**src/rtl/m_areg_arbiter_if.sv**
```systemverilog
// ---------------------------------------------------------------------------
// m_areg_arbiter_if
//
// Bundles the two access-register request channels and the single local
// memory port that m_areg_arbiter shares between them.
//
// Parameter:
//   FLIT_W            width of an access-register message (default 176)
//
// Signals:
//   v_d_m_areg_flits  data-side request valid (level, held until done)
//   d_m_areg_flits    data-side message
//   v_i_m_areg_flits  instruction-side request valid (level)
//   i_m_areg_flits    instruction-side message
//   mem_ack           memory completed the current access (1-cycle pulse)
//   mem_req           access in progress on the memory port
//   mem_flits         latched message of the granted requester
//   mem_grant_id      0 = data side, 1 = instruction side
//   d_mem_done_access one-cycle done pulse to the data-side register
//   i_mem_done_access one-cycle done pulse to the instruction-side register
//   arb_busy          arbiter is not idle
//   err_timeout       sticky watchdog-expiry flag
//
// Modports:
//   master            the arbiter (drives the memory port and the strobes)
//   slave             the access registers / memory side
// ---------------------------------------------------------------------------
interface m_areg_arbiter_if #(
    parameter int FLIT_W = 176
);
    logic              v_d_m_areg_flits;
    logic [FLIT_W-1:0] d_m_areg_flits;
    logic              v_i_m_areg_flits;
    logic [FLIT_W-1:0] i_m_areg_flits;
    logic              mem_ack;
    logic              mem_req;
    logic [FLIT_W-1:0] mem_flits;
    logic              mem_grant_id;
    logic              d_mem_done_access;
    logic              i_mem_done_access;
    logic              arb_busy;
    logic              err_timeout;

    modport master (
        input  v_d_m_areg_flits,
        input  d_m_areg_flits,
        input  v_i_m_areg_flits,
        input  i_m_areg_flits,
        input  mem_ack,
        output mem_req,
        output mem_flits,
        output mem_grant_id,
        output d_mem_done_access,
        output i_mem_done_access,
        output arb_busy,
        output err_timeout
    );

    modport slave (
        output v_d_m_areg_flits,
        output d_m_areg_flits,
        output v_i_m_areg_flits,
        output i_m_areg_flits,
        output mem_ack,
        input  mem_req,
        input  mem_flits,
        input  mem_grant_id,
        input  d_mem_done_access,
        input  i_mem_done_access,
        input  arb_busy,
        input  err_timeout
    );
endinterface

```
**src/rtl/m_areg_arbiter.sv**
```systemverilog
// ---------------------------------------------------------------------------
// m_areg_arbiter
//
// Shares the single local memory port between the data-side and the
// instruction-side memory access registers. In IDLE one valid requester is
// chosen and its message is latched onto the memory port (REQ). The arbiter
// then waits for mem_ack or for the watchdog to expire and spends one cycle
// in DONE pulsing the winner's done strobe, which clears that register.
//
// Parameters:
//   FLIT_W   message width; must match the interface FLIT_W (default 176)
//   TIMEOUT  maximum REQ cycles before completion is forced (1..255)
//
// Ports:
//   clk      clock, all state updates on the rising edge
//   rst      asynchronous, active-low reset
//   bus      m_areg_arbiter_if.master (request channels + memory port)
//
// Configuration macro:
//   M_AREG_ARB_RR_EN  defined   -> ties go to the side opposite last_grant
//                     undefined -> fixed priority, data side wins ties
// ---------------------------------------------------------------------------
module m_areg_arbiter #(
    parameter int FLIT_W  = 176,
    parameter int TIMEOUT = 255
) (
    input  logic                  clk,
    input  logic                  rst,
    m_areg_arbiter_if.master      bus
);

`ifdef M_AREG_ARB_RR_EN
    localparam bit RR_EN = 1'b1;
`else
    localparam bit RR_EN = 1'b0;
`endif

    localparam logic [7:0] WDOG_LAST = 8'(TIMEOUT - 1);

    // 2-bit encoding; the spare code 2'b11 falls back to IDLE.
    typedef enum logic [1:0] {
        IDLE = 2'b00,
        REQ  = 2'b01,
        DONE = 2'b10
    } state_t;

    state_t            state;
    logic [7:0]        wdog;
    logic              last_grant;   // 0 = data side, 1 = instruction side

    logic              any_valid;
    logic              tie_pick_i;
    logic              pick_i;

    // ------------------------------------------------------------------
    // Winner selection (only consumed in IDLE)
    // ------------------------------------------------------------------
    always_comb begin
        // NOTE: every always_comb output gets a default first, so no path
        // leaves it unassigned and no latch is inferred.
        tie_pick_i = 1'b0;
        pick_i     = 1'b0;
        any_valid  = bus.v_d_m_areg_flits | bus.v_i_m_areg_flits;

        // Round-robin hands a tie to the side that did not win last time;
        // fixed priority always hands it to the data side.
        tie_pick_i = RR_EN ? ~last_grant : 1'b0;

        if (bus.v_d_m_areg_flits && bus.v_i_m_areg_flits) begin
            pick_i = tie_pick_i;
        end else begin
            pick_i = bus.v_i_m_areg_flits;
        end
    end

    // ------------------------------------------------------------------
    // Control FSM with registered outputs
    // ------------------------------------------------------------------
    always_ff @(posedge clk or negedge rst) begin
        if (!rst) begin
            // NOTE: mem_flits is an ordinary register rather than a memory
            // array, so it is cleared with the rest of the state.
            state                 <= IDLE;
            wdog                  <= 8'd0;
            last_grant            <= 1'b1;
            bus.mem_req           <= 1'b0;
            bus.mem_flits         <= '0;
            bus.mem_grant_id      <= 1'b0;
            bus.d_mem_done_access <= 1'b0;
            bus.i_mem_done_access <= 1'b0;
            bus.arb_busy          <= 1'b0;
            bus.err_timeout       <= 1'b0;
        end else begin
            // NOTE: sequential state uses non-blocking assignments so every
            // register in this block samples the pre-edge values.
            // Done strobes are single-cycle unless DONE is being entered.
            bus.d_mem_done_access <= 1'b0;
            bus.i_mem_done_access <= 1'b0;

            case (state)
                IDLE: begin
                    if (any_valid) begin
                        bus.mem_flits    <= pick_i ? bus.i_m_areg_flits
                                                   : bus.d_m_areg_flits;
                        bus.mem_grant_id <= pick_i;
                        last_grant       <= pick_i;
                        wdog             <= 8'd0;
                        bus.mem_req      <= 1'b1;
                        bus.arb_busy     <= 1'b1;
                        state            <= REQ;
                    end
                end

                REQ: begin
                    // Ack takes precedence over a watchdog expiry in the
                    // same cycle, so err_timeout stays clear in that case.
                    if (bus.mem_ack || (wdog == WDOG_LAST)) begin
                        if (!bus.mem_ack) begin
                            bus.err_timeout <= 1'b1;
                        end
                        bus.mem_req           <= 1'b0;
                        bus.d_mem_done_access <= ~bus.mem_grant_id;
                        bus.i_mem_done_access <=  bus.mem_grant_id;
                        state                 <= DONE;
                    end else begin
                        wdog <= wdog + 8'd1;
                    end
                end

                DONE: begin
                    // The served register drops its valid on this edge, so
                    // IDLE cannot grant it a second time.
                    bus.arb_busy <= 1'b0;
                    state        <= IDLE;
                end

                default: begin
                    bus.mem_req  <= 1'b0;
                    bus.arb_busy <= 1'b0;
                    state        <= IDLE;
                end
            endcase
        end
    end

endmodule

```
**src/flat_wrapper.sv**
```systemverilog
// flat-port wrapper written by rule: the top's interface ports become plain ports
module m_areg_arbiter_flat 
#(
    parameter int FLIT_W  = 176,
    parameter int TIMEOUT = 255
)
  (clk, rst, bus_v_d_m_areg_flits, bus_d_m_areg_flits, bus_v_i_m_areg_flits, bus_i_m_areg_flits, bus_mem_ack, bus_mem_req, bus_mem_flits, bus_mem_grant_id, bus_d_mem_done_access, bus_i_mem_done_access, bus_arb_busy, bus_err_timeout);
  m_areg_arbiter_if #(.FLIT_W(FLIT_W)) bus_i ();
  input  logic clk;
  input  logic rst;
  input wire logic [$bits(bus_i.v_d_m_areg_flits)-1:0] bus_v_d_m_areg_flits;
  input wire logic [$bits(bus_i.d_m_areg_flits)-1:0] bus_d_m_areg_flits;
  input wire logic [$bits(bus_i.v_i_m_areg_flits)-1:0] bus_v_i_m_areg_flits;
  input wire logic [$bits(bus_i.i_m_areg_flits)-1:0] bus_i_m_areg_flits;
  input wire logic [$bits(bus_i.mem_ack)-1:0] bus_mem_ack;
  output wire logic [$bits(bus_i.mem_req)-1:0] bus_mem_req;
  output wire logic [$bits(bus_i.mem_flits)-1:0] bus_mem_flits;
  output wire logic [$bits(bus_i.mem_grant_id)-1:0] bus_mem_grant_id;
  output wire logic [$bits(bus_i.d_mem_done_access)-1:0] bus_d_mem_done_access;
  output wire logic [$bits(bus_i.i_mem_done_access)-1:0] bus_i_mem_done_access;
  output wire logic [$bits(bus_i.arb_busy)-1:0] bus_arb_busy;
  output wire logic [$bits(bus_i.err_timeout)-1:0] bus_err_timeout;
  assign bus_i.v_d_m_areg_flits = bus_v_d_m_areg_flits;
  assign bus_i.d_m_areg_flits = bus_d_m_areg_flits;
  assign bus_i.v_i_m_areg_flits = bus_v_i_m_areg_flits;
  assign bus_i.i_m_areg_flits = bus_i_m_areg_flits;
  assign bus_i.mem_ack = bus_mem_ack;
  assign bus_mem_req = bus_i.mem_req;
  assign bus_mem_flits = bus_i.mem_flits;
  assign bus_mem_grant_id = bus_i.mem_grant_id;
  assign bus_d_mem_done_access = bus_i.d_mem_done_access;
  assign bus_i_mem_done_access = bus_i.i_mem_done_access;
  assign bus_arb_busy = bus_i.arb_busy;
  assign bus_err_timeout = bus_i.err_timeout;
  m_areg_arbiter #(.FLIT_W(FLIT_W), .TIMEOUT(TIMEOUT)) u_core (.clk(clk), .rst(rst), .bus(bus_i));
endmodule
```
**config.mk**
```make
export PLATFORM = sky130hd
export DESIGN_NAME = m_areg_arbiter_flat
export DESIGN_NICKNAME = d
export VERILOG_FILES = /design/src/rtl/m_areg_arbiter_if.sv /design/src/rtl/m_areg_arbiter.sv /design/src/flat_wrapper.sv
export SDC_FILE = /design/constraint.sdc
export NUM_CORES = 1
export LEC_CHECK = 0
export ABC_AREA = 1
export CAP_MARGIN = 20
export CELL_PAD_IN_SITES_DETAIL_PLACEMENT = 1
export CELL_PAD_IN_SITES_GLOBAL_PLACEMENT = 2
export CORE_MARGIN = 2
export CORE_UTILIZATION = 19
export CTS_CLUSTER_SIZE = 8
export DETAILED_ROUTE_END_ITERATION = 12
export PLACE_DENSITY = 0.86
export SYNTH_ARGS = -nofsm -noshare
export SYNTH_HDL_FRONTEND = slang
export SYNTH_SLANG_ARGS = --single-unit
export TNS_END_PERCENT = 1
```
**constraint.sdc**
```tcl
create_clock -name clk -period 1.7 [get_ports clk]
set_input_delay 0.255 -clock clk [delete_from_list [all_inputs] [get_ports clk]]
set_output_delay 0.255 -clock clk [all_outputs]
set_load 0.02 [all_outputs]
```
* Word-level counts from Yosys, hierarchy flattened
Index checks and enable logic that the tools add are counted.
** Storage, ports and cells
- Bits in registers :: 192
- Bits of input ports :: 357
- Word-level logic and storage cells :: 47
** Cells by class
- Add/sub/neg operators :: 1
- Equality and inequality tests :: 6
- Mux-type cells :: 16
- Bitwise gates (word level) :: 5
- Reduce and logical (&&, ||, !) cells :: 10
** Operators with widths (number)
- $mux 176 :: 1
- $mux 8 :: 2
- $pmux 8 s2 :: 1
- $reduce_and 3->1 :: 3
- $add 8x1->8 const B :: 1
- $eq 8x8->1 const B :: 1
- $mux 1 :: 7
- $reduce_and 2->1 :: 3
- $mux 2 :: 2
- $ne 2x1->1 const B :: 2
- $not 1->1 :: 4
- $pmux 2 s2 :: 1
- $pmux 1 s3 :: 1
- $eq 2x1->1 const B :: 1
- $eq 2x2->1 const B :: 1
- $logic_not 2->1 :: 1
- $ne 2x2->1 const B :: 1
- $pmux 1 s2 :: 1
- $reduce_bool 2->1 :: 1
- $logic_and 1x1->1 :: 1
- $logic_or 1x1->1 :: 1
- $or 1x1->1 :: 1

* Depth between registers and ports, before layout
- Word-level depth :: 4
- Gate-level depth with buffers :: 9

* Least setup slack after synthesis
No wires, ideal clock.
- Kind :: register to register
- Start :: reg u_core.state[1]
- End :: reg u_core.bus.mem_flits[108]
- Setup time :: 0.122 ns
- Data arrival time :: 1.232 ns
- Setup slack :: 0.347 ns
- Cell stages (with the launch flop) :: 9
- Path buffers :: 2
- Clock period less this slack :: 1.353 ns
- Path through :: dfrtp_1 inv_1 nand2_1 a21oi_4 inv_2 buf_2 clkbuf_1 nand2_1 o21ai_1
** On the way
- Longest elaborated chain between the ends :: 2
** Ends and longest elaborated chain
- start: declaration :: line m_areg_arbiter.sv:47 : state_t state;
- start signal: assignment :: line m_areg_arbiter.sv:83 : state <= IDLE;
- start signal: assignment :: line m_areg_arbiter.sv:110 : state <= REQ;
- start signal: assignment :: line m_areg_arbiter.sv:124 : state <= DONE;
- $logic_not 2->1 :: line m_areg_arbiter.sv:100 : case (state)
- $reduce_and 2->1 (no line)
- end signal: assignment :: line m_areg_arbiter.sv:103 : bus.mem_flits <= pick_i ? bus.i_m_areg_flits
- end: declaration :: line m_areg_arbiter_if.sv:51 : output mem_flits,
No other way between the ends.
A chain may end at the register's enable or synchronous reset.

* Final worst setup path
- Start :: reg u_core.bus.i_mem_done_access
- End :: out bus_i_mem_done_access
** RTL lines
- start: declaration :: line m_areg_arbiter_if.sv:54 : output i_mem_done_access,
- start signal: assignment :: line m_areg_arbiter.sv:123 : bus.i_mem_done_access <= bus.mem_grant_id;
- end: declaration :: line flat_wrapper.sv:20 : output wire logic [$bits(bus_i.i_mem_done_access)-1:0] bus_i_mem_done_access;
No word-level cell between the ends.

==> impl_results.md <==
- Status: finished clean
- Grt met3 use: 0.05941
- Hold WC Path Type: input pin to async pin
- Placed cells: 2,211
- Via count: 9,825
- Maximum fanout along the worst path: 1
- Post-route setup TNS: 0 ns
- 1st-iter DRT viols: 511
- Highest Clock Rate: 0.6065 GHz
- Grt ovf: 0
- Most frequent cells in the layout: clkdlybuf4s50_1 (357), nand2_1 (213), o21ai_0 (211)
- PortBufs: 538
- Syn Inst Count: 1,067
- Clock Sinks: 192
- Die height: 217.5 um
- Reg2reg setup slack: 0.13 ns
- Critical path endpoint category: output port
- Routed WL per cell: 18.46 um
- Min Tclk post-route: 1.649 ns
- Leakage power: 0.007036 uW
- Rows: 78
- Avg Cell Area, Syn: 8.116 um^2
- GRT met2 Usage: 0.2938
- Clk Latency, worst-skew pair: 0.46 ns
- Mapped Area: 8660 um^2
- Sequential Power Share: 0.327
- Seq/Total Area, Yosys: 0.5548
- Critical Path Start Type: flop
- Clk root buf: clkbuf_16
- Pre-CTS setup slack: -0.1966 ns
- Drt drc: 0
- Die span in x: 217.5 um
- Clk pwr share: 0.179
- CP max-delay cell: clkdlybuf4s50_1
- Setup Viol. Count Final: 0
- Maximum clock path buffer count: 2
- Sw frac: 0.4273
- GR Util All Layers: 0.1712
- DP Wirelength: 31,850 um
- Final core utilization: 0.3492
- Hold Slack: 0.3269 ns
- Final layout net count: 1,990
- Initial antenna violation count: 1
- Worst-path clk slew: 0.07 ns
- Global Route met1 Usage: 0.1956
- Setup CP Type: flop to output port
- I/O pin total: 539
- Filler Cells Inserted: 5,431
- CTS tree: built
- Tightest Pin Transition: 0.5209 ns
- Final worst-path cycle share: 0.9699
- Max-slew headroom: 0.6527
- Max-slew violations: 0
- Clock skew: 0.01452 ns
- Commonest non-fill, non-tap cell in the layout: clkdlybuf4s50_1
- Post-route antenna net violation count: 0
- P_int: 14,080 uW
- Drt pass-1 iters: 5
- Syn. warnings: 0
- # H-tree levels: 4
- Largest net degree at the start of global routing: 61
- DRT Wirelength: 41,380 um
- Crit path max-delay family: buffers and inverters
- Ant diodes: 0
- Gr busiest metal: met2
- Arr. time, crit path: 1.39 ns
- Combinational share of power: 0.494
- Mapped Nets: 1,426
- DIE AREA: 47,300 um^2
- Layout cell share with drive strength beyond 1: 0.07434
- Initial core utilization: 0.1916
- Avg Vias per Cell: 4.384
- First-pass GRT wire length: 62,010 um
- Final hold vios: 0
- Final std cells w/o fill: 2,241
- Required @ worst endpoint: 1.44 ns
- Area Growth Syn to Fin: 82.21%
- Core area: 45,190 um^2
- Max VDD drop: 611.8 uV
- Total clock buffers created by CTS: 17
- Sw Pwr: 10,510 uW
- Vias in the first global route: 10,750
- RSZ-0062 raised after global routing: yes
- Unique masters post-synth: 19
- Number of max-cap violations: 0
- Crit path largest cell delay: 0.60 ns
- Power Dens Cells: 1558 nW/um^2
- Critical path cell sequence: clkdlybuf4s50_1
- Gp weighted congestion: 0.8456
- Buf/Inv on CP: 1
- Yosys reg bits: 192
- Worst setup margin: 0.05110 ns
cells in the mapped netlist:
cell        n  share of area
buf_2      32          0.018
inv_1      13         0.0056
clkbuf_1   42          0.018
nand3_2     1         0.0012
ha_1        2         0.0029
o21ai_0   211           0.12
nor2_4      1         0.0013
o21ai_1   147          0.085
nor3b_1     1        0.00087
buf_4       3         0.0026
nand2_2     1        0.00072
nand3_1    11         0.0064
a21oi_4     1         0.0019
o21bai_1    2         0.0017
nand2_1   213          0.092
inv_2       3         0.0013
clkinv_1    1        0.00043
dfrtp_1   192           0.55
nor2_1    190          0.082
path summary, 6_finish.rpt:
kind / startpoint / to / cells after the start
max: u_core.bus.i_mem_done_access / bus_i_mem_done_access / 1
min: rst / u_core.bus.d_mem_done_access / 2
max reg2reg: u_core.state[1] / u_core.bus.mem_flits[167] / 7
min reg2reg: u_core.bus.mem_grant_id / u_core.bus.d_mem_done_access / 1
max in group asynchronous: rst / u_core.bus.mem_flits[87] / 3
min in group clk: bus_i_m_areg_flits[133] / u_core.bus.mem_flits[133] / 3
cell type report:
class | count | area (um^2) | area share
multi-input combinational | 781 | 3463 | 0.2195
sequential | 192 | 4805 | 0.3045
clock inverter | 10 | 160.2 | 0.01015
tap | 600 | 750.7 | 0.04758
inverter | 17 | 73.82 | 0.004678
timing repair buffer | 622 | 6073 | 0.3849
clock buffer | 19 | 452.9 | 0.02871
registers in the layout (all words and copies together), names as in the netlist:
name                          count
u_core.bus.mem_flits            176
u_core.wdog                       8
u_core.state                      2
u_core.bus.arb_busy               1
u_core.bus.d_mem_done_access      1
u_core.bus.err_timeout            1
u_core.bus.i_mem_done_access      1
u_core.bus.mem_grant_id           1
u_core.bus.mem_req                1
through the flow:
step | cell area, um^2 | total power (uW)
global placement | 15350 | 21600
finish | 15780 | 24590
global route | 15780 | 26240
floorplan | 8660 | 14170
CTS | 15760 | 24990
detailed placement | 15350 | 21950
cell families (layout without fill, tap and decap cells):
kind of cell | after synthesis | count (layout) | share of synthesized area
AO/OA/AOI/OAI | 361 | 361 | 0.2105
adder cells (fa/ha/maj) | 2 | 2 | 0.002889
buffers and inverters | 94 | 668 | 0.04667
flip-flops | 192 | 192 | 0.5548
AND/OR/NAND/NOR | 418 | 418 | 0.1851
power groups by stage:
stage	Clock, uW	Sequential (uW)	Combinational, uW
after floorplan	0	10600	3590
after global placement	0	8120	13500
after detailed placement	0	8180	13800
after CTS	4590	8060	12300
after global routing	4700	8310	13200
final	4410	8030	12200
worst register-to-register path, delay by kind of cell (launching register included):
family,cells,cell delay (ns)
buffers and inverters,3,0.50
AO/OA/AOI/OAI,3,0.48
flip-flops,1,0.38
AND/OR/NAND/NOR,1,0.12
layer usage:
layer | wire length [um] | part of all wire | vias to the layer above
met5 | 13 | 0.00031 | -
met4 | 1234 | 0.030 | 2
met3 | 3527 | 0.085 | 53
met2 | 20020 | 0.48 | 396
met1 | 16580 | 0.40 | 4737
li1 | - | - | 4637
what timing repair did:
item,in CTS,in global routing
hold buffers,1,0
gates resized for setup,176,6
endpoints found under the setup margin,176,11
setup buffers,0,0
endpoints found under the hold margin,34,0
pin swaps,0,0
No activity file was read; power rests on OpenSTA's default activity.
